$ cat src/rtl/mc_fetch_ctrl_pkg.sv
`default_nettype none
// ============================================================================
//  Module   : mc_fetch_ctrl_pkg
//  Brief    : Shared opcodes, state encodings and IR field positions for the
//             multi-cycle fetch/control sequencer.
//  Revision : 1.0 - initial release
// ============================================================================
package mc_fetch_ctrl_pkg;

   localparam logic [1:0] OP_ADD = 2'b00;
   localparam logic [1:0] OP_LW  = 2'b01;
   localparam logic [1:0] OP_SW  = 2'b10;
   localparam logic [1:0] OP_JMP = 2'b11;

   typedef enum logic [2:0] {
      ST_IDLE   = 3'd0,
      ST_FETCH  = 3'd1,
      ST_DECODE = 3'd2,
      ST_EXEC   = 3'd3,
      ST_MEM    = 3'd4,
      ST_WB     = 3'd5,
      ST_HALT   = 3'd6
   } state_t;

   localparam int IR_OP_MSB   = 7;
   localparam int IR_OP_LSB   = 6;
   localparam int IR_RS_MSB   = 5;
   localparam int IR_RS_LSB   = 4;
   localparam int IR_RT_MSB   = 3;
   localparam int IR_RT_LSB   = 2;
   localparam int IR_RD_MSB   = 1;
   localparam int IR_RD_LSB   = 0;
   localparam int IR_JOFF_MSB = 5;

endpackage
`default_nettype wire

$ cat src/rtl/mc_ctrl_decode.sv
`default_nettype none
// ============================================================================
//  Module   : mc_ctrl_decode
//  Brief    : Combinational Moore strobe decode from (state, opcode).
//  Revision : 1.0 - initial release
// ============================================================================
module mc_ctrl_decode
   import mc_fetch_ctrl_pkg::*;
(
   input  state_t     state,
   input  logic [1:0] op,
   output logic       reg_write,
   output logic       reg_dst,
   output logic       alu_src,
   output logic       mem_read,
   output logic       mem_write,
   output logic       mem_to_reg
);

   always_comb begin
      reg_write  = 1'b0;
      reg_dst    = 1'b0;
      alu_src    = 1'b0;
      mem_read   = 1'b0;
      mem_write  = 1'b0;
      mem_to_reg = 1'b0;
      case (state)
         ST_EXEC: begin
            alu_src = (op == OP_LW) || (op == OP_SW);
         end
         ST_MEM: begin
            alu_src   = 1'b1;
            mem_read  = (op == OP_LW);
            mem_write = (op == OP_SW);
         end
         ST_WB: begin
            reg_write  = 1'b1;
            reg_dst    = (op == OP_ADD);
            mem_to_reg = (op == OP_LW);
         end
         default: begin
         end
      endcase
   end

endmodule
`default_nettype wire

$ cat src/rtl/mc_fetch_ctrl.sv
`default_nettype none
// ============================================================================
//  Module   : mc_fetch_ctrl
//  Brief    : Multi-cycle FETCH/DECODE/EXEC/MEM/WB sequencer owning PC and IR.
//  Revision : 1.0 - initial release
// ============================================================================
module mc_fetch_ctrl
   import mc_fetch_ctrl_pkg::*;
#(
   parameter int IMEM_DEPTH = 32,
   parameter int PC_W       = 8
)(
   input  logic            clk,
   input  logic            reset,
   input  logic            start,
   input  logic [7:0]      instruction,
   input  logic            mem_ready,
   output logic [PC_W-1:0] Read_Address,
   output logic [7:0]      IR,
   output logic            RegWrite,
   output logic            RegDst,
   output logic            ALUSrc,
   output logic            MemRead,
   output logic            MemWrite,
   output logic            MemtoReg,
   output logic            halted,
   output logic [2:0]      state_out
);

   localparam logic [PC_W:0] c_imem_limit = (PC_W+1)'(IMEM_DEPTH);

   state_t          r_state;
   logic [PC_W-1:0] r_pc;
   logic [7:0]      r_ir;

   logic [1:0]      w_op;
   logic [PC_W-1:0] w_jmp_off;
   logic            w_pc_out_of_range;

   assign w_op              = r_ir[IR_OP_MSB:IR_OP_LSB];
   assign w_jmp_off         = {{(PC_W-IR_JOFF_MSB-1){r_ir[IR_JOFF_MSB]}}, r_ir[IR_JOFF_MSB:0]};
   // Extra MSB keeps the bound check correct when IMEM_DEPTH == 2^PC_W.
   assign w_pc_out_of_range = ({1'b0, r_pc} >= c_imem_limit);

   always_ff @(posedge clk or posedge reset) begin
      if (reset) begin
         r_state <= ST_IDLE;
         r_pc    <= '0;
         r_ir    <= '0;
      end else begin
         case (r_state)
            ST_IDLE: begin
               if (start) begin
                  r_pc    <= '0;
                  r_state <= ST_FETCH;
               end
            end
            ST_FETCH: begin
               if (w_pc_out_of_range) begin
                  r_state <= ST_HALT;
               end else begin
                  r_ir    <= instruction;
                  r_state <= ST_DECODE;
               end
            end
            ST_DECODE: begin
               r_pc    <= r_pc + 1'b1;
               r_state <= ST_EXEC;
            end
            ST_EXEC: begin
               case (w_op)
                  OP_ADD:  r_state <= ST_WB;
                  OP_JMP: begin
                     r_pc    <= r_pc + w_jmp_off;
                     r_state <= ST_FETCH;
                  end
                  default: r_state <= ST_MEM;
               endcase
            end
            ST_MEM: begin
               if (mem_ready) begin
                  r_state <= (w_op == OP_LW) ? ST_WB : ST_FETCH;
               end
            end
            ST_WB: begin
               r_state <= ST_FETCH;
            end
            ST_HALT: begin
               if (start) begin
                  r_pc    <= '0;
                  r_state <= ST_FETCH;
               end
            end
            default: begin
               r_state <= ST_IDLE;
            end
         endcase
      end
   end

   mc_ctrl_decode u_decode (
      .state      (r_state),
      .op         (w_op),
      .reg_write  (RegWrite),
      .reg_dst    (RegDst),
      .alu_src    (ALUSrc),
      .mem_read   (MemRead),
      .mem_write  (MemWrite),
      .mem_to_reg (MemtoReg)
   );

   assign Read_Address = r_pc;
   assign IR           = r_ir;
   assign halted       = (r_state == ST_HALT);
   assign state_out    = r_state;

endmodule
`default_nettype wire
$ cat config.mk
export PLATFORM = sky130hd
export DESIGN_NAME = mc_fetch_ctrl
export DESIGN_NICKNAME = d
export VERILOG_FILES = /design/src/rtl/mc_fetch_ctrl_pkg.sv /design/src/rtl/mc_ctrl_decode.sv /design/src/rtl/mc_fetch_ctrl.sv
export SDC_FILE = /design/constraint.sdc
export NUM_CORES = 1
export LEC_CHECK = 0
export BUFFER_PORTS_ARGS = -buffer_cell sky130_fd_sc_hd__buf_4
export CAP_MARGIN = 25
export CELL_PAD_IN_SITES_DETAIL_PLACEMENT = 0
export CELL_PAD_IN_SITES_GLOBAL_PLACEMENT = 1
export CORE_MARGIN = 10
export CORE_UTILIZATION = 35
export CTS_CLUSTER_SIZE = 14
export DETAILED_ROUTE_END_ITERATION = 7
export PLACE_DENSITY = 0.71
export SLEW_MARGIN = 20
export SYNTH_ARGS = -nofsm -noshare
export SYNTH_HDL_FRONTEND = slang
export SYNTH_HIERARCHICAL = 1
export SYNTH_SLANG_ARGS = --single-unit
$ cat constraint.sdc
create_clock -name clk -period 2.8 [get_ports clk]
set_clock_uncertainty 0.05 [all_clocks]
set_input_delay 0.56 -clock clk [delete_from_list [all_inputs] [get_ports clk]]
set_output_delay 0.56 -clock clk [all_outputs]
set_load 0.005 [all_outputs]
== Word-level counts from Yosys, hierarchy flattened ==
Index checks and enable logic that the tools add are counted.
W data, S select, Z words.
Word-level totals
  register bits after elaboration: 19
Operators by class
  add/subtract/negate cells: 2
  $lt $le $gt $ge: 1
  equal/unequal tests: 12
  multiplexer cells: 15
  bitwise gates (word level): 1
  reductions and logical operators: 8
Operators by type and width (number)
  $pmux W8 S3: 1
  $pmux W3 S6: 1
  $mux W8: 2
  $mux W3: 4
  $eq A3 B3 Y1 const B: 3
  $add A8 B1 Y8 const B: 1
  $add A8 B8 Y8: 1
  $ge A8 B6 Y1 const B: 1
  $eq A3 B2 Y1 const B: 2
  $pmux W3 S2: 1
  $mux W1: 5
  $eq A2 B2 Y1 const B: 2
  $ne A2 B2 Y1 const B: 2
  $reduce_and A2 Y1: 2
  $eq A3 B1 Y1 const B: 1
  $logic_not A3 Y1: 1
  $reduce_and A3 Y1: 1
  $reduce_bool A3 Y1: 1
  $eq A2 B1 Y1 const B: 1
  $logic_not A2 Y1: 1
  $ne A2 B1 Y1 const B: 1
  $pmux W1 S2: 1
  $reduce_or A2 Y1: 1
  $logic_or A1 B1 Y1: 1
  $not A1 Y1: 1

== Depth between registers and ports, before layout ==
Gate-level depths: netlist of run 1.
  depth in word-level cells: 4
  gate-level depth with buffers: 10

== Modules after synthesis ==
The synthesis of run 1 kept the hierarchy.
Modules (own cells, without submodules)
  mc_fetch_ctrl: instances 1, cells each 109, area each 1171.1 sq um
  mc_ctrl_decode: instances 1, cells each 14, area each 126.4 sq um

== Worst setup path before layout of run 1 ==
Ideal clock, no wire load.
  kind: register to register
  start point: reg r_state[0] (netlist: state_out[0])
  end point: reg r_pc[6] (netlist: Read_Address[6])
  setup time: 122 ps
  data arrival time: 2559 ps
  path slack: 70 ps
  stages on the path, launching flop included: 11
  period minus slack after synthesis: 2730 ps
  cell sequence: dfrtp_1 -> buf_4 -> and3b_1 -> nand2b_1 -> ha_1 -> fa_1 -> a21o_2 -> a21oi_1 -> o21ai_0 -> or3_1 -> a32o_1
On the way
  word-level cells in the longest chain between the ends: 4
  elaborated cells between the ends (all ways): 10
  those cells by class: 5 x eq/ne; 1 x mux; 4 x reduce/logical
Ends and longest elaborated chain
  start, declared: line mc_fetch_ctrl.sv:32  | state_t r_state;
  start signal, assigned: line mc_fetch_ctrl.sv:82  | r_state <= (w_op == OP_LW) ? ST_WB : ST_FETCH;
  $eq A3 B3 Y1 / $logic_not A3 Y1 (equally long branches): line mc_fetch_ctrl.sv:51  | case (r_state)
  $reduce_or A2 Y1 (no source line)
  $ne A2 B1 Y1 (no source line) / $reduce_bool A3 Y1 (equally long branches)
  $reduce_and A3 Y1 (no source line)
  end signal, assigned: line mc_fetch_ctrl.sv:67  | r_pc <= r_pc + 1'b1;
  end signal, assigned: line mc_fetch_ctrl.sv:74  | r_pc <= r_pc + w_jmp_off;
  end, declared: line mc_fetch_ctrl.sv:33  | logic [PC_W-1:0] r_pc;
Parallel ways exist; a longest one is shown, timed or not.
A chain may end at the register's enable or synchronous reset.

== Worst setup path after layout of run 1 ==
  start point: reg r_state[1] (netlist: state_out[1])
  end point: reg r_pc[7] (netlist: Read_Address[7])
The elaborated chain is that of the path after synthesis.

==> summary.md, run 1 <==
## Status
* result of the run: complete, no violations

## Finish
* Filler Cells Inserted: 384
* diodes inserted: 0
* area used by sequential logic in the layout: 475 um2
* post-layout instance area: 1690 um2
* commonest cells after routing, fill and taps aside: 41 x sky130_fd_sc_hd__buf_4, 19 x sky130_fd_sc_hd__dfrtp_1, 12 x sky130_fd_sc_hd__ha_1
* layout cells sized above 1: 0.380
* total area of multi-input combinational cells: 777 um2
* leading cell type in the layout, fill and taps excluded: sky130_fd_sc_hd__buf_4
* final-stage net count: 192
* synthesis-to-finish area growth: 30.5%

## STA
* Post-Route Setup TNS: 0 ns
* worst slew margin relative to its limit: 0.482
* fin crit period: 2.62 ns
* final number of max-transition violations: 0
* total count of hold-check failures in the final report: 0
* final critical-path share of the clock period: 0.936
* RSZ-0062 raised after global routing: false
* number of setup violations in the final report: 0
* timing-limited maximum frequency: 382 MHz
* Tightest Pin Transition: 0.776 ns

## CTS
* number of buffers inserted for hold repair after clock tree synthesis: 0
* number of buffers added for setup after CTS: 0
* clock tree root driver cell: sky130_fd_sc_hd__clkbuf_8
* clock insertion delay at the later pin of the skew report: 0.25 ns
* TritonCTS sink count: 19
* Max Root-Sink Buffers: 2
* cts bufs inserted: 3
* post-CTS resize count: 0
* clock-pin slew reported for the worst setup and hold paths after clock tree synthesis: 0.08 ns
* number of H-tree levels: 1
* CTS tree: yes

## Synthesis
* Post-Synthesis Cell Area: 1300 um2
* leading cell types by total area after synthesis: sky130_fd_sc_hd__dfrtp_1 37%, sky130_fd_sc_hd__ha_1 12%, sky130_fd_sc_hd__mux2_2 6.9%, sky130_fd_sc_hd__a22o_1 4.1%, sky130_fd_sc_hd__nand2_1 3.2%
* fraction of synthesis flops using an asynchronous set or reset pin: 1.00
* top flip-flop cell by instance count after synthesis: sky130_fd_sc_hd__dfrtp_1
* number of nets in the synthesized netlist: 148
* Syn Area/Cell: 10.5 um2
* post-synth cell types: 42
* largest area contributor in the netlist: sky130_fd_sc_hd__dfrtp_1
* post-synthesis simple-gate area fraction: 0.197
* Syn. warnings: 6
* post-synthesis cell count: 123
* multiplexer share of the synthesized area: 0.0694
* portion of synthesized cell area occupied by the leading cell type: 0.366
* main combinational cell family by area after synthesis: simple AND/OR/NAND/NOR gates
* number of enable-type register cells in the synthesized netlist: 0
* sequential-to-total area share from yosys stat: 0.366
* fraction of the mapped netlist area in compound gates: 0.168
* fraction of synthesized cell area in xor and xnor cells: 0.0338
* synthesized flop and latch total: 19
* fraction of the mapped netlist area in adder cells: 0.131

## Global routing
* largest net degree at the start of global routing: 20
* wire length of the first global-routing pass: 5310 um
* number of global-route vias before repair: 1163
* antenna violations before repair: 0
* GRT Total Usage: 0.0984
* residual overflow from global routing: 0

## Floorplan
* Core Area: 3630 um2
* area enclosed by the die boundary: 6540 um2
* number of ports placed on the die boundary: 38
* num rows: 22
* width of the die: 80.9 um
* effective utilization at floorplan: 0.357
* Die Ht: 80.9 um

## Placed design
* final HPWL from detailed placement: 2490 um
* number of buffer cells added on primary ports: 37
* post-place instance area: 1650 um2
* gpl congestion: 0.862

## Setup path
* depth of the worst register-to-register path: 9
* launching element type of the critical path: register
* CP required: 2.93 ns
* Max Fanout on Critical Path: 6
* endpoint kind of the worst setup timing path: register
* type of the worst setup path: register to register
* CP Data Arrival Time: 2.75 ns

## Detailed routing
* first-pass iteration count of the detailed router: 4
* post-DR vias/cell: 5.00
* wirelength, routed: 3170 um
* DRC violation total after the first TritonRoute iteration: 41
* DR top layer: met4
* count of nets left with antenna violations after detail routing: 0
* DRT met1 WL: 1430 um
* DRC violation count after routing: 0
* met3 wirelength from detailed routing: 211 um
* post-detailed-route wirelength per cell: 14.8 um
* metal2 WL: 1490 um
* number of vias after detailed routing: 1071

## Worst hold path
* Hold/Removal Path Class: input port to asynchronous set/reset pin

## Power
* maximum vdd drop: 0.000382 V
* leakage power figure: 0.868 nW
* Power, Total: 1.78 mW
* PD cells: 1050 nW/um2

## Flow run
* max_cap viols: 0

[synthesized netlist by cell type, types with 2 or more instances]
cell type / count
sky130_fd_sc_hd__ha_1: 12
sky130_fd_sc_hd__a21oi_1: 6
sky130_fd_sc_hd__and3_1: 2
sky130_fd_sc_hd__nor4b_1: 2
sky130_fd_sc_hd__and2_1: 4
sky130_fd_sc_hd__a22o_1: 6
sky130_fd_sc_hd__nand2_1: 11
sky130_fd_sc_hd__nand4b_1: 2
sky130_fd_sc_hd__mux2_2: 8
sky130_fd_sc_hd__o21bai_1: 3
sky130_fd_sc_hd__dfrtp_1: 19
sky130_fd_sc_hd__inv_1: 7
sky130_fd_sc_hd__nand2b_1: 2
sky130_fd_sc_hd__xnor2_1: 4
sky130_fd_sc_hd__nor2_1: 4
sky130_fd_sc_hd__and2_2: 2
sky130_fd_sc_hd__o21ai_0: 4
[kinds of logic (layout without fill, tap and decap cells)]
kind of cell,count (synthesis),after routing
AOI/OAI and AO/OA,29,29
muxes,8,8
and+or+nand+nor,40,40
xor gates and xnor gates,5,5
adders and majority gates,13,13
DFF,19,19
buffers and inverters,9,52
[worst paths after layout]
| kind | start | endpoint | slack (ns) |
|---|---|---|---|
| worst max-delay path | state_out[1] | Read_Address[7] | 0.18 |
| worst min-delay path | reset | state_out[2] | 0.40 |
| worst max register to register | state_out[1] | Read_Address[7] | 0.18 |
| worst min register to register | IR[0] | IR[0] | 0.49 |
| max in group asynchronous | reset | Read_Address[4] | 1.82 |
| min in group clk | start | state_out[1] | 0.47 |
[final cells by class]
cell class / count / share of cell area
Clock buffer: 3 / 0.0244
Clock inverter: 1 / 0.00296
Inverter: 7 / 0.0155
Multi-Input combinational cell: 95 / 0.459
Sequential cell: 19 / 0.281
Tap cell: 48 / 0.0355
Timing Repair Buffer: 41 / 0.182
[layer usage]
metal | up-vias | global-route usage
li1 | 529 | -
met1 | 516 | 0.112
met3 | 2 | 0.0287
met2 | 24 | 0.173
met4 | 0 | 0.0311
met5 | - | 0
[report_power, final]
group          total [mW]  internal (mW)  switching (mW)
Sequential          0.507          0.397           0.110
Clock               0.195         0.0988          0.0957
Combinational        1.08          0.573           0.505
Total                1.78           1.07           0.710
[registers in the layout, indices dropped and copies added (netlist names)]
name / flops
state_out: 3
Read_Address: 8
IR: 8
[per-stage QoR]
step	util	cells	hold slack [ns]	setup slack [ns]
after floorplan	-	123	0.461	0.0698
after global placement	0.453	210	0.472	0.200
after detailed placement	0.453	210	0.478	0.196
after CTS	0.466	214	0.420	0.172
after global routing	0.466	214	0.448	0.0527
final	0.466	214	0.397	0.179
[worst max-delay path, stage by stage, from the launching register on]
cell                       delay (ns)
sky130_fd_sc_hd__dfrtp_1         0.38
sky130_fd_sc_hd__and3b_1         0.19
sky130_fd_sc_hd__buf_4           0.15
sky130_fd_sc_hd__and2_1          0.18
sky130_fd_sc_hd__ha_1            0.31
sky130_fd_sc_hd__a211oi_2        0.22
sky130_fd_sc_hd__nor4b_1         0.10
sky130_fd_sc_hd__o311a_1         0.35
sky130_fd_sc_hd__or4b_1          0.52
sky130_fd_sc_hd__o211ai_2        0.07
No activity file was read; power rests on OpenSTA's default activity.
==> run 2: changes to the inputs <==
--- a/config.mk
+++ b/config.mk
@@ -14,6 +14,7 @@
 export CTS_CLUSTER_SIZE = 14
 export DETAILED_ROUTE_END_ITERATION = 7
 export PLACE_DENSITY = 0.71
+export RECOVER_POWER = 50
 export SLEW_MARGIN = 20
 export SYNTH_ARGS = -nofsm -noshare
 export SYNTH_HDL_FRONTEND = slang
==> run 2 against run 1 <==
Critical path depth did not move. Register-to-register slack barely moved. Clock power barely moved. Total power fell by 0.90%. Fmax barely moved. Wire length fell by 0.13%. Core utilization fell by 0.21 points. Combinational power barely moved. Flip-flop and latch count did not move. Global-route usage did not move. Critical endpoint unchanged. Highest routed layer unchanged.
==> summary.md, run 2 (same netlist as run 1, synthesis figures left out) <==
## Detailed routing
* post-DR vias/cell: 5.03, +0.56%
* count of nets left with antenna violations after detail routing: 0, unchanged
* metal2 WL: 1490 um, -0.27%
* DRT met1 WL: 1430 um, -0.35%
* DRC violation total after the first TritonRoute iteration: 44, +7.3%
* number of vias after detailed routing: 1077, +0.56%
* wirelength, routed: 3160 um, -0.13%
* DR top layer: met4
* met3 wirelength from detailed routing: 216 um, +2.4%
* DRC violation count after routing: 0, unchanged
* first-pass iteration count of the detailed router: 5, +1
* post-detailed-route wirelength per cell: 14.8 um, -0.13%

## CTS
* number of buffers inserted for hold repair after clock tree synthesis: 0, unchanged
* post-CTS resize count: 0, unchanged
* clock insertion delay at the later pin of the skew report: 0.25 ns, about the same
* Max Root-Sink Buffers: 2, unchanged
* number of H-tree levels: 1, unchanged
* TritonCTS sink count: 19, unchanged
* clock-pin slew reported for the worst setup and hold paths after clock tree synthesis: 0.08 ns, about the same
* cts bufs inserted: 3, unchanged
* CTS tree: yes
* clock tree root driver cell: sky130_fd_sc_hd__clkbuf_8
* number of buffers added for setup after CTS: 0, unchanged

## Finish
* Filler Cells Inserted: 388, +1.0%
* synthesis-to-finish area growth: 29.9%
* leading cell type in the layout, fill and taps excluded: sky130_fd_sc_hd__buf_4
* count of placed standard cells in the final layout, fillers left out: 214, unchanged
* diodes inserted: 0, unchanged
* layout cells sized above 1: 0.367, -0.0120
* final-stage net count: 192, unchanged
* commonest cells after routing, fill and taps aside: 29 x sky130_fd_sc_hd__buf_4, 19 x sky130_fd_sc_hd__dfrtp_1, 12 x sky130_fd_sc_hd__ha_1

## Floorplan
* Core Area: 3630 um2, unchanged
* effective utilization at floorplan: 0.357, unchanged
* Die Ht: 80.9 um, unchanged
* number of ports placed on the die boundary: 38, unchanged
* num rows: 22, unchanged
* area enclosed by the die boundary: 6540 um2, unchanged
* width of the die: 80.9 um, unchanged

## Status
* result of the run: complete, no violations

## Setup path
* launching element type of the critical path: register
* endpoint kind of the worst setup timing path: register
* depth of the worst register-to-register path: 9, unchanged
* type of the worst setup path: register to register
* CP Data Arrival Time: 2.75 ns, about the same
* CP required: 2.93 ns, about the same
* Max Fanout on Critical Path: 6, unchanged

## Power
* clock network fraction of design power: 0.110, about the same
* PD cells: 1050 nW/um2, -0.46%
* maximum vdd drop: 0.000381 V, -0.19%
* Sw Ratio: 0.402, +0.00326
* share of power burned in combinational logic: 0.603, -0.003
* leakage power figure: 0.857 nW, -1.3%
* internal power contribution: 1.05 mW, -1.4%
* switching power total: 0.710 mW, about the same
* sequential power share: 0.287, +0.002

## STA
* fin crit period: 2.62 ns, +0.000310 ns
* number of setup violations in the final report: 0, unchanged
* RSZ-0062 raised after global routing: false
* timing-limited maximum frequency: 381 MHz, about the same
* Min Hold Slack: 0.398 ns, +0.000566 ns
* final critical-path share of the clock period: 0.936, about the same
* Tightest Pin Transition: 0.776 ns, +0.000333 ns
* worst slew margin relative to its limit: 0.482, about the same
* Post-Route Setup TNS: 0 ns, unchanged
* final number of max-transition violations: 0, unchanged
* total count of hold-check failures in the final report: 0, unchanged

## Global routing
* wire length of the first global-routing pass: 5310 um, unchanged
* GRT Total Usage: 0.0984, unchanged
* number of global-route vias before repair: 1163, unchanged
* residual overflow from global routing: 0, unchanged
* antenna violations before repair: 0, unchanged
* largest net degree at the start of global routing: 20, unchanged

## Worst hold path
* Hold/Removal Path Class: input port to asynchronous set/reset pin

## Placed design
* number of buffer cells added on primary ports: 37, unchanged
* total instance count after detailed placement: 210, unchanged
* gpl congestion: 0.862, unchanged
* final HPWL from detailed placement: 2490 um, unchanged

## Flow run
* max_cap viols: 0, unchanged

==> run 2: cell types whose count changed in the layout (fill, tap and decap cells not counted), sizes merged <==
cell,delta
clkbuf,+12
buf,-12
==> run 2: critical path, stage by stage (launching register included) <==
cell	delay (ns)
sky130_fd_sc_hd__dfrtp_1	0.38
sky130_fd_sc_hd__and3b_1	0.19
sky130_fd_sc_hd__buf_4	0.15
sky130_fd_sc_hd__and2_1	0.18
sky130_fd_sc_hd__ha_1	0.31
sky130_fd_sc_hd__a211oi_2	0.22
sky130_fd_sc_hd__nor4b_1	0.10
sky130_fd_sc_hd__o311a_1	0.35
sky130_fd_sc_hd__or4b_1	0.52
sky130_fd_sc_hd__o211ai_2	0.07
==> run 2: area by class of cell <==
type	count	area [um2]	area share
clock buffers	3	41.3	0.0245
clock inverters	1	5.00	0.00297
inverters	7	26.3	0.0156
multi-input cells	95	777	0.461
flip-flops and latches	19	475	0.282
well taps	48	60.1	0.0356
repair buffers	41	300	0.178
==> run 2: metrics by stage <==
step	instance area, um2	utilization	power [mW]	setup slack, ns
floorplan	1300	-	1.19	0.0698
global placement	1650	0.453	1.60	0.200
detailed placement	1650	0.453	1.61	0.196
CTS	1690	0.466	1.81	0.172
global route	1690	0.464	1.95	0.0527
finish	1690	0.464	1.76	0.179
==> run 2: power by group through the flow <==
| stage | logic [mW] | registers [mW] | clock network [mW] |
|---|---|---|---|
| after floorplan | 0.662 | 0.530 | 0 |
| after global placement | 1.09 | 0.514 | 0 |
| after detailed placement | 1.10 | 0.513 | 0 |
| after CTS | 1.10 | 0.509 | 0.198 |
| after global routing | 1.21 | 0.530 | 0.210 |
| final | 1.06 | 0.505 | 0.195 |
==> run 2: worst paths after layout <==
check,startpoint,endpoint,slack (ns)
worst max-delay path,state_out[1],Read_Address[7],0.18
worst min-delay path,reset,state_out[2],0.40
worst max register to register,state_out[1],Read_Address[7],0.18
worst min register to register,IR[3],IR[3],0.49
max in group asynchronous,reset,Read_Address[4],1.81
min in group clk,start,state_out[1],0.47
==> run 2: per-layer routing <==
| layer | GRT usage | vias up |
|---|---|---|
| met4 | 0.0311 | 0 |
| met5 | 0 | - |
| met1 | 0.112 | 518 |
| li1 | - | 531 |
| met3 | 0.0287 | 2 |
| met2 | 0.173 | 26 |
